==> config.mk <==
export PLATFORM = sky130hd
export DESIGN_NAME = pipe_stage_reg
export DESIGN_NICKNAME = d
export VERILOG_FILES = /design/src/rtl/pipe_stage_reg.sv
export SDC_FILE = /design/constraint.sdc
export NUM_CORES = 1
export LEC_CHECK = 0
export CAP_MARGIN = 20
export CORE_ASPECT_RATIO = 0.8
export CORE_UTILIZATION = 39
export DETAILED_ROUTE_END_ITERATION = 10
export PLACE_DENSITY = 0.9
export SYNTH_ARGS = -nofsm -noshare
export SYNTH_HDL_FRONTEND = slang
export SYNTH_SLANG_ARGS = --single-unit
==> constraint.sdc <==
create_clock -name clock -period 1.69 [get_ports clock]
set_input_delay 0.4225 -clock clock [delete_from_list [all_inputs] [get_ports clock]]
set_output_delay 0.4225 -clock clock [all_outputs]
set_load 0.01 [all_outputs]
==> src/rtl/pipe_stage_reg.sv <==
// Elastic valid/ready pipeline register with a forward-refreshed store-data field.
// Define PIPE_SKID_EN for the two-entry skid build (registered in_ready).
module pipe_stage_reg #(
  parameter int CTRL_WIDTH = 8,
  parameter int DATA_WIDTH = 96,
  parameter int FWD_WIDTH  = 32
) (
  input  logic                  clock,
  input  logic                  reset,
  input  logic                  flush,
  input  logic                  in_valid,
  output logic                  in_ready,
  input  logic [CTRL_WIDTH-1:0] in_ctrl,
  input  logic [DATA_WIDTH-1:0] in_data,
  input  logic [FWD_WIDTH-1:0]  in_fwd,
  input  logic                  fwd_valid,
  input  logic [FWD_WIDTH-1:0]  fwd_data,
  output logic                  out_valid,
  input  logic                  out_ready,
  output logic [CTRL_WIDTH-1:0] out_ctrl,
  output logic [DATA_WIDTH-1:0] out_data,
  output logic [FWD_WIDTH-1:0]  out_fwd,
  output logic [1:0]            occupancy
);

  logic                  head_valid;
  logic [CTRL_WIDTH-1:0] head_ctrl;
  logic [DATA_WIDTH-1:0] head_data;
  logic [FWD_WIDTH-1:0]  head_fwd;

  logic accept;
  logic consume;
  logic refresh;

  assign out_valid = head_valid;
  assign out_ctrl  = head_ctrl;
  assign out_data  = head_data;
  assign out_fwd   = head_fwd;

  assign accept  = in_valid & in_ready;
  assign consume = head_valid & out_ready;
  // Only a head that stays put picks up the bypass value.
  assign refresh = head_valid & ~consume & fwd_valid;

`ifdef PIPE_SKID_EN

  logic                  skid_valid;
  logic [CTRL_WIDTH-1:0] skid_ctrl;
  logic [DATA_WIDTH-1:0] skid_data;
  logic [FWD_WIDTH-1:0]  skid_fwd;

  assign in_ready  = ~skid_valid & ~flush;
  assign occupancy = {skid_valid, head_valid & ~skid_valid};

  always_ff @(posedge clock or negedge reset) begin
    if (!reset) begin
      head_valid <= 1'b0;
      head_ctrl  <= '0;
      head_data  <= '0;
      head_fwd   <= '0;
      skid_valid <= 1'b0;
      skid_ctrl  <= '0;
      skid_data  <= '0;
      skid_fwd   <= '0;
    end else if (flush) begin
      head_valid <= 1'b0;
      head_ctrl  <= '0;
      skid_valid <= 1'b0;
      skid_ctrl  <= '0;
    end else if (skid_valid) begin
      if (consume) begin
        head_ctrl  <= skid_ctrl;
        head_data  <= skid_data;
        head_fwd   <= skid_fwd;
        skid_valid <= 1'b0;
      end else if (refresh) begin
        head_fwd <= fwd_data;
      end
    end else if (accept && head_valid && !consume) begin
      skid_valid <= 1'b1;
      skid_ctrl  <= in_ctrl;
      skid_data  <= in_data;
      skid_fwd   <= in_fwd;
      if (refresh) begin
        head_fwd <= fwd_data;
      end
    end else if (accept) begin
      head_valid <= 1'b1;
      head_ctrl  <= in_ctrl;
      head_data  <= in_data;
      head_fwd   <= in_fwd;
    end else if (consume) begin
      head_valid <= 1'b0;
    end else if (refresh) begin
      head_fwd <= fwd_data;
    end
  end

`else

  assign in_ready  = (~head_valid | out_ready) & ~flush;
  assign occupancy = {1'b0, head_valid};

  always_ff @(posedge clock or negedge reset) begin
    if (!reset) begin
      head_valid <= 1'b0;
      head_ctrl  <= '0;
      head_data  <= '0;
      head_fwd   <= '0;
    end else if (flush) begin
      head_valid <= 1'b0;
      head_ctrl  <= '0;
    end else if (accept) begin
      head_valid <= 1'b1;
      head_ctrl  <= in_ctrl;
      head_data  <= in_data;
      head_fwd   <= in_fwd;
    end else if (consume) begin
      head_valid <= 1'b0;
    end else if (refresh) begin
      head_fwd <= fwd_data;
    end
  end

`endif

endmodule
==> results of run 1 <==
metrics by stage:
stage | area (sq um) | utilization | cells | power [W]
final | 9730 | 0.703 | 888 | 0.0106
after global routing | 9730 | 0.703 | 888 | 0.0110
after CTS | 9640 | 0.697 | 885 | 0.0106
after detailed placement | 9080 | 0.656 | 848 | 0.00701
after global placement | 9080 | 0.656 | 848 | 0.00691
after floorplan | 5650 | - | 358 | 0.00519
area by class of cell:
type,count,area [sq um]
Tap cell,180,225
Multi-Input combinational cell,195,2080
Fill cell,960,4110
Clock inverter,12,173
Sequential cell,137,3430
Clock buffer,19,453
Antenna cell,1,2.50
Timing Repair Buffer,344,3360
sequential cells by signal, summed over array words and instances, names as in the netlist:
name	flops
out_ctrl	8
out_data	96
out_fwd	32
out_valid	1
layer usage:
layer / track usage / wire (microns)
met5: 0 / 0
met2: 0.403 / 8950
met3: 0.0784 / 1450
met1: 0.264 / 6660
met4: 0.0992 / 419
cells in the mapped netlist (all sizes together):
library cell	number
nand2b	29
o21ai	8
o221a	32
clkbuf	5
or2b	12
nand3	8
nor2b	2
buf	21
and2	1
mux2	96
nor2	3
conb	1
dfrtp	137
nand2	1
and4bb	1
a21o	1
worst max-delay path, stage by stage (launching register included):
cell	delay (ps)
dfrtp_1	400
buf_6	130
buf_6	110
nand2b_4	60
and2_4	180
buf_12	160
clkbuf_16	170
mux2_2	350
what timing repair did:
| action | 4_1_cts | 5_1_grt |
|---|---|---|
| cloned | 1 | 2 |
| gates resized for setup | 156 | 13 |
| endpoints found under the setup margin | 227 | 76 |
| hold buffers | 1 | 0 |
| buffers inserted | 4 | 0 |
| endpoints found under the hold margin | 21 | 0 |
power by group through the flow:
stage	sequential [W]	combinational, W	clock (W)
finish	0.00413	0.00251	0.00394
global route	0.00420	0.00267	0.00415
CTS	0.00413	0.00249	0.00400
detailed placement	0.00419	0.00282	0
global placement	0.00416	0.00276	0
floorplan	0.00440	0.000786	0
how the worst max path moves through the flow:
stage	from	to	slack, ps	cells after the start
final	out_valid$_DFFE_PN0P_	out_data[14]$_DFFE_PN0P_	20	7
after global routing	out_valid$_DFFE_PN0P_	out_data[14]$_DFFE_PN0P_	-50	7
after CTS	out_valid$_DFFE_PN0P_	in_ready	-70	3
after detailed placement	flush	out_data[10]$_DFFE_PN0P_	-510	6
after global placement	flush	out_data[15]$_DFFE_PN0P_	-460	6
after floorplan	in_valid	out_data[29]$_DFFE_PN0P_	160	6
kinds of logic after synthesis:
family | share of synthesized area
and+or+nand+nor | 0.0634
other | 0.000664
buffers and inverters | 0.0308
muxes | 0.226
AOI/OAI and AO/OA | 0.0722
DFF | 0.607
==> impl_metrics.yaml, run 1 <==
global_routing:
  grt_usage: 0.233
  grt_max_degree: 46
  grt_pass1_wl_microns: 25700
  grt_antenna_before_repair: 1
  grt_pass1_vias: 4769
  grt-ovfl-total: 0
drt:
  viasPerCell: 4.96
  vias: 4401
  drt_iter0_drc: 175
  first_pass_iters: 4
  ant_nets: 0
  drc: 0
  wl_microns: 17500
  wl_per_cell_microns: 19.7
finish:
  drive_gt1_frac: 0.279
  mostFrequentLayoutCell: "clkdlybuf4s50_1"
  syn_to_final_growth_pct: 72.3
  nets: 869
  final_cell_mix: "clkdlybuf4s50_1, dlygate4sd2_1, dfrtp_1, mux2_4, mux2_2"
pwr:
  p_per_area_mw_per_mm2: 1090
  pwr-share-comb: 0.237
  switching_share: 0.253
  p_seq_frac: 0.391
  power_leakage_nw: 4.34
  ir_worst_vdd_v: 0.000653
  p_clk_frac: 0.372
  intPower_w: 0.00790
  p_sw_w: 0.00268
clocking:
  cts-root-buf: "clkbuf_16"
  cts_max_level: 4
  clkTransAtPathRegs_ps: 60
  clock_latency_ps: 410
  clockBufferDepth: 2
  cts-buffers-inserted: 17
  cts_tree: "done"
  clock_sinks: 137
die:
  fp-row-count: 38
  core-area_sq_mm: 0.0138
  dieHeight_microns: 110
  initial_core_util: 0.408
  fp.dieW_microns: 137
  die-area_sq_mm: 0.0150
  num_io_pins: 314
worst_setup_path:
  worst_ep_required_time_ps: 1980
  arrival_ps: 1970
  path_max_fanout: 9
  reg2reg_slack_ps: 20
  rr_worst_depth: 7
  end_kind: "flop"
  path_class: "flop to flop"
  startpoint_type: "flop"
  worstReg2RegStart: "out_valid$_DFFE_PN0P_"
  r2r-end: "out_data[14]$_DFFE_PN0P_"
sta:
  hold_viol: 0
  setup_ws_ps: 15.6
  final_max_slew_viol_count: 0
  fmax_ghz: 0.597
  finalCritPeriodShare: 0.991
  fin_crit_ps: 1670
  setup_viol: 0
  rsz0062_at_grt: "true"
  setup_tns_ps: 0
  skew_ps: 8.57
  fin_hold_ws_ps: 440
min_path:
  min_path_type: "input pin to asynchronous set/reset pin"
placement:
  place.gp.congestion: 0.889
  port_buffers: 312
  dp_hpwl_microns: 12500
  dp_slack_ps: -508
run:
  cap_violations: 0
outcome:
  status: "complete, no violations"
yosys:
  syn-num-nets: 532
  ys_ff_latch: 137
  ys_types: 20
  synth_warnings: 0
  ys_seq_area_frac: 0.607
  synth_cells: 358
  netlist_top_cells_area: "dfrtp_1, mux2_4, mux2_2, o221a_2, nand2b_1"
  yosysTopAreaCell: "dfrtp_1"
  synth.cell_area_sq_mm: 0.00565
  synth.avg_cell_area_sq_um: 15.8
  synthDominantCellAreaShare: 0.607
Power figures use the tool's default switching activity.
==> run 2: changes to the inputs <==
- SLEW_MARGIN: unset -> 20
==> results of run 2 <==
The final DEF is identical to that of run 1; final timing and power are the same.
